**src/rtl/dma_copy.sv**
```systemverilog
// Word-copy bus initiator: copies LENGTH words SRC->DST over the native memory bus,
// one read then one write per word, programmed through a zero-wait MMIO target port.
module dma_copy #(
   parameter int unsigned TIMEOUT_CYCLES = 1024,
   parameter int unsigned LEN_WIDTH      = 16
) (
   input  logic        clk,
   input  logic        reset_n,
   input  logic        cs,
   input  logic        we,
   input  logic [7:0]  address,
   input  logic [31:0] write_data,
   output logic [31:0] read_data,
   output logic        ready,
   output logic        mem_valid,
   output logic [31:0] mem_addr,
   output logic [31:0] mem_wdata,
   output logic [3:0]  mem_wstrb,
   input  logic        mem_ready,
   input  logic [31:0] mem_rdata,
   output logic        busy
);

   localparam int unsigned TW = $clog2(TIMEOUT_CYCLES + 1);

   typedef enum logic [2:0] {S_IDLE, S_READ, S_RGAP, S_WRITE, S_WGAP} state_t;

   state_t                 state_q, state_d;
   logic [31:0]            src_q, src_d, dst_q, dst_d, buf_q, buf_d;
   logic [LEN_WIDTH-1:0]   len_q, len_d, rem_q, rem_d;
   logic [TW-1:0]          wait_q, wait_d;
   logic                   done_q, done_d, err_q, err_d, abt_q, abt_d;
   logic                   abort_req_q, abort_req_d;
   logic                   wr_en, idle;

   assign wr_en = cs & we;
   assign idle  = (state_q == S_IDLE);
   assign busy  = ~idle;
   assign ready = cs;

   always_comb begin
      state_d     = state_q;
      src_d       = src_q;
      dst_d       = dst_q;
      buf_d       = buf_q;
      len_d       = len_q;
      rem_d       = rem_q;
      wait_d      = wait_q;
      done_d      = done_q;
      err_d       = err_q;
      abt_d       = abt_q;
      abort_req_d = abort_req_q;

      if (wr_en && idle) begin
         case (address)
            8'h10:   src_d = {write_data[31:2], 2'b00};
            8'h11:   dst_d = {write_data[31:2], 2'b00};
            8'h12:   len_d = write_data[LEN_WIDTH-1:0];
            default: ;
         endcase
      end
      if (wr_en && !idle && address == 8'h08 && write_data[1])
         abort_req_d = 1'b1;

      case (state_q)
         S_IDLE: begin
            if (wr_en && address == 8'h08 && write_data[0]) begin
               err_d  = 1'b0;
               abt_d  = 1'b0;
               wait_d = '0;
               if (len_q != '0) begin
                  done_d  = 1'b0;
                  rem_d   = len_q;
                  state_d = S_READ;
               end else begin
                  done_d  = 1'b1;
               end
            end
         end
         S_READ: begin
            if (mem_ready) begin
               buf_d   = mem_rdata;
               state_d = S_RGAP;
            end else if (wait_q == TW'(TIMEOUT_CYCLES - 1)) begin
               err_d   = 1'b1;
               state_d = S_IDLE;
            end else begin
               wait_d  = wait_q + TW'(1);
            end
         end
         S_RGAP: begin
            wait_d  = '0;
            state_d = S_WRITE;
         end
         S_WRITE: begin
            if (mem_ready) begin
               src_d   = src_q + 32'd4;
               dst_d   = dst_q + 32'd4;
               if (rem_q != '0) rem_d = rem_q - LEN_WIDTH'(1);
               state_d = S_WGAP;
            end else if (wait_q == TW'(TIMEOUT_CYCLES - 1)) begin
               err_d   = 1'b1;
               state_d = S_IDLE;
            end else begin
               wait_d  = wait_q + TW'(1);
            end
         end
         S_WGAP: begin
            // Word boundary: completion wins over a pending abort on the last word.
            wait_d = '0;
            if (rem_q == '0) begin
               done_d  = 1'b1;
               state_d = S_IDLE;
            end else if (abort_req_d) begin
               abt_d   = 1'b1;
               state_d = S_IDLE;
            end else begin
               state_d = S_READ;
            end
         end
         default: state_d = S_IDLE;
      endcase

      if (state_d == S_IDLE) abort_req_d = 1'b0;
   end

   always_ff @(posedge clk or negedge reset_n) begin
      if (!reset_n) begin
         state_q     <= S_IDLE;
         src_q       <= '0;
         dst_q       <= '0;
         buf_q       <= '0;
         len_q       <= '0;
         rem_q       <= '0;
         wait_q      <= '0;
         done_q      <= 1'b0;
         err_q       <= 1'b0;
         abt_q       <= 1'b0;
         abort_req_q <= 1'b0;
      end else begin
         state_q     <= state_d;
         src_q       <= src_d;
         dst_q       <= dst_d;
         buf_q       <= buf_d;
         len_q       <= len_d;
         rem_q       <= rem_d;
         wait_q      <= wait_d;
         done_q      <= done_d;
         err_q       <= err_d;
         abt_q       <= abt_d;
         abort_req_q <= abort_req_d;
      end
   end

   always_comb begin
      mem_valid = 1'b0;
      mem_addr  = '0;
      mem_wdata = '0;
      mem_wstrb = '0;
      if (state_q == S_READ) begin
         mem_valid = 1'b1;
         mem_addr  = src_q;
      end else if (state_q == S_WRITE) begin
         mem_valid = 1'b1;
         mem_addr  = dst_q;
         mem_wdata = buf_q;
         mem_wstrb = 4'hf;
      end
   end

   always_comb begin
      read_data = '0;
      if (cs) begin
         case (address)
            8'h09:   read_data = {28'd0, abt_q, err_q, done_q, busy};
            8'h10:   read_data = src_q;
            8'h11:   read_data = dst_q;
            8'h12:   read_data = 32'(len_q);
            8'h13:   read_data = 32'(rem_q);
            default: read_data = '0;
         endcase
      end
   end

endmodule

```
**config.mk**
```make
export PLATFORM = sky130hd
export DESIGN_NAME = dma_copy
export DESIGN_NICKNAME = d
export VERILOG_FILES = /design/src/rtl/dma_copy.sv
export SDC_FILE = /design/constraint.sdc
export NUM_CORES = 1
export LEC_CHECK = 0
export ABC_AREA = 1
export CAP_MARGIN = 10
export CORE_MARGIN = 4
export CORE_UTILIZATION = 49
export CTS_BUF_LIST = sky130_fd_sc_hd__clkbuf_16
export DETAILED_ROUTE_END_ITERATION = 16
export GPL_TIMING_DRIVEN = 1
export PLACE_DENSITY = 0.78
export SYNTH_ARGS = -nofsm -noshare
export SYNTH_HDL_FRONTEND = slang
export SYNTH_SLANG_ARGS = --single-unit
```
**constraint.sdc**
```tcl
create_clock -name clk -period 1.89 [get_ports clk]
set_input_delay 0.4725 -clock clk [delete_from_list [all_inputs] [get_ports clk]]
set_output_delay 0.4725 -clock clk [all_outputs]
set_load 0.05 [all_outputs]
```
==> results.tsv, run 1 <==
metric	value	unit
commonest cells in the netlist	400 x nand2_1, 243 x nor2_1, 189 x inv_1	
Synth warnings	0	
Die Y	150	microns
routability cong.	0.957	
CTS buffer count	17	
post-detail-place hpwl	28800	microns
I/O pins	180	
syn avg cell area	6.40	sq um
post-synth top area cell	dfrtp_1	
post-synth cell types	34	
number of flops mapped to enable cells by yosys	0	
Worst EP Category	primary output	
die width	150	microns
Run Error	[ERROR GRT-0232] Routing congestion too high. Check the congestion heatmap in the GUI.	
largest cells by area after synthesis	dfrtp_1 37%, nand2_1 15%, nor2_1 9.3%, o21ai_0 8.3%, inv_1 7.2%	
synthesized area	9840	sq um
Initial Utilization	50.2	%
register area share after synthesis	37.1	%
Mapped Cells	1538	
most numerous cell in the Yosys netlist	nand2_1	
GR Util All Layers	72.3	%
Halt Stage	global routing (5_1_grt)	
status	stopped before the end	
input/output buffers	179	
Primary FF master, synth	dfrtp_1	
Placed Instances	2023	
Core Rows	51	
GRT worst endpoint	read_data[0]	
share of Yosys cell area claimed by the top area cell type	37.1	%
grt ovf	6	
CTS root buf	clkbuf_16	
syn nets	1620	
Synth async-reset ratio	100	%
CTS sink count	146	
CTS H-tree lvls	4	
register bit total from synthesis	146	
clock buffer depth	2	
largest net degree at the start of global routing	51	
## cells by family after synthesis
logic type               Yosys count  synth area share [%]
AND/OR/NAND/NOR                  775                  32.3
AO/OA/AOI/OAI                    339                  18.2
buffers and inverters            259                  10.5
flip-flops                       146                  37.1
XOR/XNOR                          14                  1.25
adder cells (fa/ha/maj)            5                 0.636
## metal layers
metal  GRT overflow  global-route usage (%)
met4              3                    71.6
met2              3                    89.2
met3              0                    55.7
met5              0                    23.2
met1              0                    73.1
## per-stage QoR
step | setup WS, ps | hold WS [ps] | area [sq um] | utilization (%)
after global placement | -903 | 342 | 15000 | 76.5
after CTS | -489 | 464 | 17400 | 88.8
after floorplan | -243 | 177 | 11100 | -
after detailed placement | -964 | 342 | 15000 | 76.5
## repair_timing
item / in CTS
buffers inserted: 42
hold endpoints to repair: 17
gates cloned: 27
endpoints found under the setup margin: 191
pin swaps: 68
resized for setup: 256
hold buffers: 1
==> run 2: changes to the inputs <==
--- a/config.mk
+++ b/config.mk
@@ -8,11 +8,10 @@
 export ABC_AREA = 1
 export CAP_MARGIN = 10
 export CORE_MARGIN = 4
-export CORE_UTILIZATION = 49
-export CTS_BUF_LIST = sky130_fd_sc_hd__clkbuf_16
+export CORE_UTILIZATION = 40
 export DETAILED_ROUTE_END_ITERATION = 16
 export GPL_TIMING_DRIVEN = 1
-export PLACE_DENSITY = 0.78
+export PLACE_DENSITY_LB_ADDON = 0.15
 export SYNTH_ARGS = -nofsm -noshare
 export SYNTH_HDL_FRONTEND = slang
 export SYNTH_SLANG_ARGS = --single-unit
==> constraint.sdc (replaced) <==
create_clock -name clk -period 2.5 [get_ports clk]
set_input_delay 0.625 -clock clk [delete_from_list [all_inputs] [get_ports clk]]
set_output_delay 0.625 -clock clk [all_outputs]
set_load 0.05 [all_outputs]
==> run 2 against run 1 <==
Effect of this change:
- the flow now finishes, with violations (setup timing)
- synthesized area stayed put
- synthesized cell count stayed put
==> results.tsv, run 2 <==
metric	value	unit	change
filler instances	1984		
P per Cell Area	964	nW/um^2	
status	finished with violations		
Mapped Cells	1538		unchanged
die width	165	microns	+10%
Setup-failing EPs final	34		
global-route wire length before repair	60800	microns	
unrepaired setup endpoints after global routing	yes		
Crit Path Max Fanout	5		
crit-path cells	buf_6, nor2_2, nand4_1, buf_4, nor2_4, buf_6, buf_12, nand2_4, a21oi_4, buf_12		
Slew Limit Fails	0		
Hold Path Class	input pin to asynchronous set/reset pin		
DR WL/cell	19.1	microns	
setup ws final	-199	ps	
clock buffer depth	2		unchanged
number of flops mapped to enable cells by yosys	0		unchanged
Startpoint Class	input pin		
Final nets	1849		
CP Class	input pin to output port		
fmax	0.370	GHz	
grt ovf	0		
Crit path required time	1880	ps	
Initial Utilization	40.6	%	-9.7 points
vias in the first global route	10975		
Initial DRC Count	1103		
input/output buffers	179		unchanged
DRC violations left	0		
Rel. slew slack	60.0	%	
hold-fix buffers at CTS	0		-1
failing checks	setup timing		
Core Rows	57		+12%
Worst-path clk slew	70	ps	
Buf/Inv on CP	5		
endpoint type of the worst setup path	output port		
synthesized area	9840	sq um	unchanged
Routed Antenna Nets	0		
Final Hold Viols	0		
share of Yosys cell area claimed by the top area cell type	37.1	%	unchanged
share of cells above drive strength 1	25.0	%	
routability cong.	0.947		-1.1%
Final min period	2700	ps	
die area	27200	sq um	
Tot Pwr	15.3	mW	
commonest cells in the netlist	400 x nand2_1, 243 x nor2_1, 189 x inv_1		
IR drop worst, VDD	0.000545	V	
Hold WS	165	ps	
Largest stage delay, worst path	230	ps	
design area	15900	sq um	
post-synth cell types	34		unchanged
Synth async-reset ratio	100	%	unchanged
largest cells by area after synthesis	dfrtp_1 37%, nand2_1 15%, nor2_1 9.3%, o21ai_0 8.3%, inv_1 7.2%		
pre-CTS WS	-512	ps	+453 ps
post-detail-place hpwl	26900	microns	-6.8%
register bit total from synthesis	146		unchanged
Vias	11512		
syn nets	1620		unchanged
Worst EP arrival	2070	ps	
dpl cell area	13600	sq um	-9.2%
vias per cell	5.47		
most numerous cell in the Yosys netlist	nand2_1		
CTS tree	done		
CTS H-tree lvls	4		unchanged
Pleak	6.89	nW	
Max Cap Viol	0		
Die Y	165	microns	+10%
CORE AREA	24200	sq um	
commonest non-fill, non-tap cell in the layout	nand2_1		
CTS root buf	clkbuf_16		
CTS sink count	146		unchanged
Primary FF master, synth	dfrtp_1		
register area share after synthesis	37.1	%	unchanged
CTS buffer count	17		unchanged
Critical Path Slowest Stage Cell	buf_4		
I/O pins	180		unchanged
commonest cells after routing, fill and taps aside	378 x nand2_1, 184 x nor2_1, 178 x inv_1		
crit-path leading delay family	buffers and inverters		
top flop regs	buf_q: 32 flops, dst_q: 32 flops, src_q: 32 flops		
Ant. Diodes	0		
Post-Route WL	40200	microns	
post-synth top area cell	dfrtp_1		
Final Skew	13.7	ps	
Clock Latency Late Sink	440	ps	
syn avg cell area	6.40	sq um	unchanged
P&R area growth vs syn	61.3	%	
initial antenna violation count	0		
DRT Pass-1 Iters	6		
Synth warnings	0		unchanged
largest net degree at the start of global routing	61		
slew at the pin closest to its max-slew limit	600	ps	
fin crit share	108	%	
GR Util All Layers	28.9	%	
==> run 2: cell counts after synthesis <==
No cell type changed its count.
==> run 2: final cells by class <==
type | count | area (sq um) | area share (%)
Multi-Input combinational cell | 1135 | 6510 | 41.0
Timing Repair Buffer | 274 | 4040 | 25.4
Sequential cell | 146 | 3650 | 23.0
Inverter | 193 | 733 | 4.62
Clock buffer | 18 | 429 | 2.70
Tap cell | 324 | 405 | 2.55
Clock inverter | 13 | 114 | 0.717
==> run 2: worst register-to-register path, cell delays in order (launching register included) <==
cell        delay (ps)
dfrtp_1            380
inv_2               80
nor2_4              40
buf_6              140
nand2_8            120
buf_12             140
clkinvlp_4         220
buf_4              210
buf_4              140
buf_4              190
o21ai_0             90
o21ai_0            100
nand2_1             60
o21ai_0             80
==> run 2: routing by layer <==
metal  vias up  share of wire, %  GRT usage, %  wire length (microns)
met5         -                 0             0                      0
met4         0               4.7          13.5                   1900
met3       103               9.1          7.01                   3650
met2       578                47          45.8                  18900
met1      5411                39          37.3                  15800
li1       5420                 -             -                      -
==> run 2: cells by family (layout without fill, tap and decap cells) <==
kind of cell / after synthesis / in the layout / synth area share (%)
buffers and inverters: 259 / 498 / 10.5
AND/OR/NAND/NOR: 775 / 777 / 32.3
flip-flops: 146 / 146 / 37.1
XOR/XNOR: 14 / 14 / 1.25
adder cells (fa/ha/maj): 5 / 5 / 0.636
AO/OA/AOI/OAI: 339 / 339 / 18.2
==> run 2: final timing paths <==
kind / end / cells past startpoint / start / slack [ps]
max: read_data[25] / 10 / address[2] / -200
min: rem_q[14]$_DFFE_PN0P_ / 1 / reset_n / 170
max reg2reg: rem_q[6]$_DFFE_PN0P_ / 13 / state_q[0]$_DFF_PN0_ / 380
min reg2reg: len_q[15]$_DFFE_PN0P_ / 2 / len_q[15]$_DFFE_PN0P_ / 480
max in group asynchronous: buf_q[28]$_DFFE_PN0P_ / 2 / reset_n / 1640
min in group clk: len_q[15]$_DFFE_PN0P_ / 2 / len_q[15]$_DFFE_PN0P_ / 480
==> run 2: per-stage QoR <==
| stage | TNS, ps | instances | utilization (%) |
|---|---|---|---|
| 2_1_floorplan | -56.3 | 1538 | - |
| 3_3_place_gp | -15740 | 2029 | 56.1 |
| 3_5_place_dp | -18190 | 2029 | 56.1 |
| 4_1_cts | -4030 | 2095 | 63.5 |
| 5_1_grt | -6180 | 2103 | 65.5 |
| 6_report | -4440 | 2103 | 65.5 |
==> run 2: timing repair <==
| action | in CTS | in global routing |
|---|---|---|
| setup buffers | 25 | 5 |
| cloned | 11 | 3 |
| setup endpoints to repair | 100 | 90 |
| pin swaps | 39 | 27 |
| resized for setup | 220 | 76 |
==> run 2: power by group <==
part	switching, mW	internal (mW)	total [mW]	leakage, nW
registers	0.760	3.09	3.85	1.77
logic	5.48	3.52	9.01	4.85
clock network	1.09	1.36	2.45	0.266
total	7.33	7.98	15.3	6.89
Note: power is estimated with default switching activity, not from simulation.
==> run 3: changes to the inputs <==
--- a/config.mk
+++ b/config.mk
@@ -11,6 +11,7 @@
 export CORE_UTILIZATION = 40
 export DETAILED_ROUTE_END_ITERATION = 16
 export GPL_TIMING_DRIVEN = 1
+export MAX_ROUTING_LAYER = met4
 export PLACE_DENSITY_LB_ADDON = 0.15
 export SYNTH_ARGS = -nofsm -noshare
 export SYNTH_HDL_FRONTEND = slang
==> run 3 against run 2 <==
Effect of this change:
- the run still ends with setup timing left
- sequential power about the same
- clock skew is 2.0 ps lower
- count of clock-buffer cells in the layout is 1 higher
- worst setup slack worse by 34 ps
- routed wire length shrank 0.51%
- combinational power fell by 3.1%
- critical endpoint is now read_data[0]
- largest power group unchanged
==> results.tsv, run 3 (same netlist as run 2, synthesis figures left out) <==
metric	value	unit	change
Worst setup endpoint	read_data[0]		
Worst-path clk slew	70	ps	about the same
crit-path leading delay family	buffers and inverters		
Die Y	165	microns	unchanged
IR drop worst, VDD	0.000526	V	-3.5%
Vias	11458		-0.47%
Final min period	2730	ps	+33.5 ps
Final Skew	11.7	ps	-2.02 ps
fin crit share	109	%	+1.3 points
Final Hold Viols	0		unchanged
R2R Setup Slk	290	ps	-90 ps
hold-fix buffers at CTS	0		unchanged
Clock Latency Late Sink	430	ps	about the same
CORE AREA	24200	sq um	unchanged
Rel. slew slack	63.4	%	+3.4 points
CTS root buf	clkbuf_16		
Final nets	1858		+0.49%
unrepaired setup endpoints after global routing	yes		
worst reg2reg path endpoint	src_q[15]$_DFF_PN0_		
slew at the pin closest to its max-slew limit	548	ps	-51.6 ps
largest net degree at the start of global routing	51		-16%
Slew Limit Fails	0		unchanged
vias in the first global route	11077		+0.93%
Crit path required time	1880	ps	about the same
design area	16000	sq um	+0.54%
P&R area growth vs syn	62.2	%	
Ant. Diodes	0		unchanged
grt ovf	0		unchanged
CP Class	input pin to output port		
Routed Antenna Nets	0		unchanged
Max Cap Viol	0		unchanged
filler instances	2050		+3.3%
Pleak	6.95	nW	+0.94%
die area	27200	sq um	unchanged
Hold Path Class	input pin to asynchronous set/reset pin		
CTS tree	done		
reg-to-reg startpoint	state_q[2]$_DFF_PN0_		
CTS H-tree lvls	4		unchanged
Tot Pwr	15.0	mW	-1.8%
Seq. cell area	3650	sq um	unchanged
setup ws final	-233	ps	-33.5 ps
initial antenna violation count	0		unchanged
post-detail-place hpwl	27300	microns	+1.7%
GR Util All Layers	29.3	%	+0.39 points
Final Core Density	65.8	%	+0.36 points
P per Cell Area	941	nW/um^2	-2.4%
Initial DRC Count	908		-18%
share of cells above drive strength 1	26.5	%	+1.4 points
Crit Path Max Fanout	6		+1
Largest stage delay, worst path	200	ps	-30 ps
CTS sink count	146		unchanged
CTS buffer count	17		unchanged
Multi-input gate area	6550	sq um	+0.60%
routability cong.	0.959		+1.3%
status	finished with violations		
vias per cell	5.43		-0.89%
I/O pins	180		unchanged
Worst EP arrival	2110	ps	+40 ps
Critical Path Slowest Stage Cell	buf_4		
Worst Setup SP	address[3]		
dpl cell area	13600	sq um	+0.17%
Core Rows	57		unchanged
commonest non-fill, non-tap cell in the layout	nand2_1		
endpoint type of the worst setup path	output port		
commonest cells after routing, fill and taps aside	363 x nand2_1, 179 x inv_1, 177 x nor2_1		
global-route wire length before repair	60500	microns	-0.53%
Buf/Inv on CP	5		unchanged
DRC violations left	0		unchanged
DRT Pass-1 Iters	8		+2
Startpoint Class	input pin		
DR WL/cell	18.9	microns	-0.93%
clock buffer depth	2		unchanged
Post-Route WL	40000	microns	-0.51%
failing checks	setup timing		
crit-path cells	buf_8, nor2_4, nand4_1, buf_4, nor2_4, buf_6, buf_12, nand2_2, o21ai_2, nor2_2, a21oi_4, buf_12		
die width	165	microns	unchanged
WP depth	12		+2
Initial Utilization	40.6	%	unchanged
top flop regs	buf_q: 32 flops, dst_q: 32 flops, src_q: 32 flops		
fmax	0.366	GHz	-1.2%
input/output buffers	179		unchanged
Setup-failing EPs final	32		-5.9%
R2R cell count	12		-1
[run 3: worst min-delay path by stage]
stage,to,slack [ps],cells past startpoint
4_1_cts,rem_q[12]$_DFFE_PN0P_,160,1
3_5_place_dp,len_q[15]$_DFFE_PN0P_,460,2
5_1_grt,rem_q[14]$_DFFE_PN0P_,170,1
2_1_floorplan,abort_req_q$_DFF_PN0_,330,0
6_report,rem_q[12]$_DFFE_PN0P_,120,1
3_3_place_gp,len_q[15]$_DFFE_PN0P_,460,2
[run 3: cell type report]
class / count / area share (%)
Sequential cell: 146 / 22.9
Clock buffer: 19 / 2.84
Tap cell: 324 / 2.54
Multi-Input combinational cell: 1135 / 41.0
Inverter: 193 / 4.61
Clock inverter: 12 / 0.533
Timing Repair Buffer: 283 / 25.6
[run 3: repair_timing]
action | in CTS | in global routing
pin swaps | 38 | 31
setup endpoints to repair | 96 | 102
buffers inserted | 27 | 12
gates resized for setup | 206 | 118
cloned | 8 | 5
[run 3: worst reg2reg max path: stages (launching register included)]
cell and delay (ps):
dfrtp_1 410, nor2_4 150, buf_6 140, buf_4 130
nand2_4 90, clkbuf_16 190, buf_4 140, nor2_4 200
inv_1 130, buf_4 240, a21oi_1 140, o21ai_0 90
o21ai_0 100
[run 3: per-stage QoR]
| stage | instances | hold WS [ps] | setup TNS [ps] | worst slack [ps] |
|---|---|---|---|---|
| floorplan | 1538 | 329 | -56.3 | -56.3 |
| global placement | 2032 | 459 | -15290 | -442 |
| detailed placement | 2032 | 463 | -17330 | -489 |
| CTS | 2098 | 162 | -3260 | -155 |
| global route | 2112 | 166 | -5950 | -267 |
| finish | 2112 | 125 | -3840 | -233 |
[run 3: where the power goes]
part / switching (mW) / leakage [nW] / internal, mW
Clock: 1.10 / 0.246 / 1.32
Sequential: 0.792 / 1.77 / 3.09
Combinational: 5.35 / 4.94 / 3.39
Total: 7.24 / 6.95 / 7.79
[run 3: metal layers]
metal | vias up | share of wire (%) | global-route usage (%)
met5 | - | 0 | -
met4 | 0 | 4.3 | 11.6
met3 | 106 | 7.1 | 4.77
met2 | 528 | 48 | 46.2
met1 | 5384 | 41 | 38.0
li1 | 5440 | - | -
==> run 4: changes to the inputs <==
--- a/config.mk
+++ b/config.mk
@@ -7,6 +7,7 @@
 export LEC_CHECK = 0
 export ABC_AREA = 1
 export CAP_MARGIN = 10
+export CORE_ASPECT_RATIO = 1.1
 export CORE_MARGIN = 4
 export CORE_UTILIZATION = 40
 export DETAILED_ROUTE_END_ITERATION = 16
==> run 4 against run 3 <==
Effect of this change:
- the run still ends with setup timing left
- maximum frequency increased by 0.91%
- utilization decreased by 0.77 points
- worst setup slack improved by 25 ps
- via count decreased by 1.1%
- largest power group unchanged
==> results.tsv, run 4 (same netlist as run 2, synthesis figures left out) <==
metric	value	unit	change
status	finished with violations		
failing checks	setup timing		
setup ws final	-208	ps	+24.7 ps
grt ovf	0		unchanged
die area	27200	sq um	about the same
P_sw	7.14	mW	-1.4%
Worst EP arrival	2080	ps	-30 ps
input/output buffers	179		unchanged
Switching Fraction	47.4	%	-0.73 points
Buf/Inv on CP	4		-1
commonest non-fill, non-tap cell in the layout	nand2_1		
Pleak	6.75	nW	-2.9%
P&R area growth vs syn	58.1	%	
unrepaired setup endpoints after global routing	yes		
Initial DRC Count	988		+8.8%
R2R Setup Slk	430	ps	+140 ps
Hold Path Class	input pin to asynchronous set/reset pin		
Placed Instances	2016		-0.79%
CP Class	input pin to output port		
Worst Setup SP	address[7]		
DR WL/cell	18.7	microns	-1.3%
crit-path leading delay family	buffers and inverters		
Final nets	1843		-0.81%
I/O pins	180		unchanged
Final Hold Viols	0		unchanged
CTS sink count	146		unchanged
Vias	11334		-1.1%
Crit Path Max Fanout	6		unchanged
Startpoint Class	input pin		
crit-path cells	buf_8, nor2_4, nand4_1, buf_4, nor2_4, buf_12, nand2_1, o21ai_2, nor2_2, a21oi_4, buf_12		
clock buffer depth	2		unchanged
R2R cell count	8		-4
commonest cells after routing, fill and taps aside	361 x nand2_1, 201 x nor2_1, 178 x inv_1		
Core Rows	59		+3.5%
top flop regs	buf_q: 32 flops, dst_q: 32 flops, src_q: 32 flops		
clock share of power	17.8	%	+1.8 points
Max Cap Viol	0		unchanged
WP depth	11		-1
Ant. Diodes	0		unchanged
IR drop worst, VDD	0.000857	V	+63%
Tot Pwr	15.0	mW	+0.14%
Final Skew	14.6	ps	+2.83 ps
Critical Path Slowest Stage Cell	buf_4		
pre-CTS WS	-486	ps	+2.73 ps
Die Y	173	microns	+4.6%
CTS root buf	clkbuf_16		
combinational power share	56.8	%	-1.3 points
Worst-path clk slew	70	ps	about the same
Routed Antenna Nets	0		unchanged
share of cells above drive strength 1	24.3	%	-2.2 points
Final min period	2710	ps	-24.7 ps
total negative slack	-2720	ps	+1120 ps
CORE AREA	23900	sq um	-1.4%
P per Cell Area	967	nW/um^2	+2.7%
die width	158	microns	-4.4%
initial antenna violation count	0		unchanged
slew at the pin closest to its max-slew limit	525	ps	-23.8 ps
vias in the first global route	11287		+1.9%
Worst setup endpoint	read_data[3]		
global-route wire length before repair	60500	microns	+0.13%
Post-Route WL	38800	microns	-2.9%
endpoint type of the worst setup path	output port		
Crit path required time	1880	ps	about the same
largest net degree at the start of global routing	65		+27%
DRT Pass-1 Iters	5		-3
Rel. slew slack	65.0	%	+1.6 points
GR Util All Layers	28.7	%	-0.64 points
Clock Latency Late Sink	440	ps	about the same
vias per cell	5.45		+0.49%
post-detail-place hpwl	27200	microns	-0.65%
CTS tree	done		
DRC violations left	0		unchanged
reg-to-reg startpoint	dst_q[4]$_DFF_PN0_		
routability cong.	0.963		+0.36%
Largest stage delay, worst path	190	ps	about the same
Slew Limit Fails	0		unchanged
fmax	0.369	GHz	+0.91%
CTS H-tree lvls	4		unchanged
fin crit share	108	%	-0.99 points
Setup-failing EPs final	26		-19%
internal cell power	7.91	mW	+1.5%
Initial Utilization	41.1	%	+0.56 points
worst reg2reg path endpoint	dst_q[27]$_DFF_PN0_		
CTS buffer count	17		unchanged
Reg power frac	25.4	%	-0.4 points
Post-Layout Cell Count	2079		-1.6%
[run 4: timing repair]
item / in CTS / in global routing
setup buffers: 20 / 8
resized for setup: 191 / 86
hold buffers: 0 / 0
setup endpoints to repair: 67 / 74
pin swaps: 35 / 30
gates cloned: 5 / 4
[run 4: how the worst min path moves through the flow]
stage,startpoint,to,slack [ps]
final,reset_n,rem_q[7]$_DFFE_PN0P_,150
after global routing,reset_n,rem_q[7]$_DFFE_PN0P_,160
after CTS,reset_n,rem_q[7]$_DFFE_PN0P_,150
after detailed placement,len_q[7]$_DFFE_PN0P_,len_q[7]$_DFFE_PN0P_,460
after global placement,len_q[7]$_DFFE_PN0P_,len_q[7]$_DFFE_PN0P_,450
after floorplan,reset_n,abort_req_q$_DFF_PN0_,330
[run 4: power groups by stage]
stage,Sequential [mW],Clock (mW),Combinational [mW]
after detailed placement,3.76,0,7.49
after global routing,3.92,2.80,9.15
after floorplan,3.58,0,4.47
after global placement,3.75,0,7.43
after CTS,3.77,2.69,7.89
final,3.83,2.68,8.55
[run 4: final cells by class]
type                       instances  area (sq um)
fill                            2067          8360
sequential                       146          3650
multi-input combinational       1133          6370
clock inverter                    12           145
inverter                         193           736
tap                              305           382
timing repair buffer             270          3810
clock buffer                      20           457
[run 4: metrics by stage]
stage / util (%) / hold slack, ps / cell area [sq um]
2_1_floorplan: - / 329 / 10100
3_3_place_gp: 56.9 / 454 / 13600
3_5_place_dp: 56.9 / 461 / 13600
4_1_cts: 63.5 / 148 / 15200
5_1_grt: 65.1 / 163 / 15600
6_report: 65.1 / 150 / 15600
[run 4: routing by layer]
metal  vias up  global-route usage [%]  routed length (microns)  part of all wire [%]
li1       5420                       -                        -                     -
met1      5324                    36.2                    15600                    40
met2       499                    46.0                    18900                    49
met3        91                    4.57                     2740                   7.0
met4         0                    11.3                     1510                   3.9
met5         -                       -                        0                     0
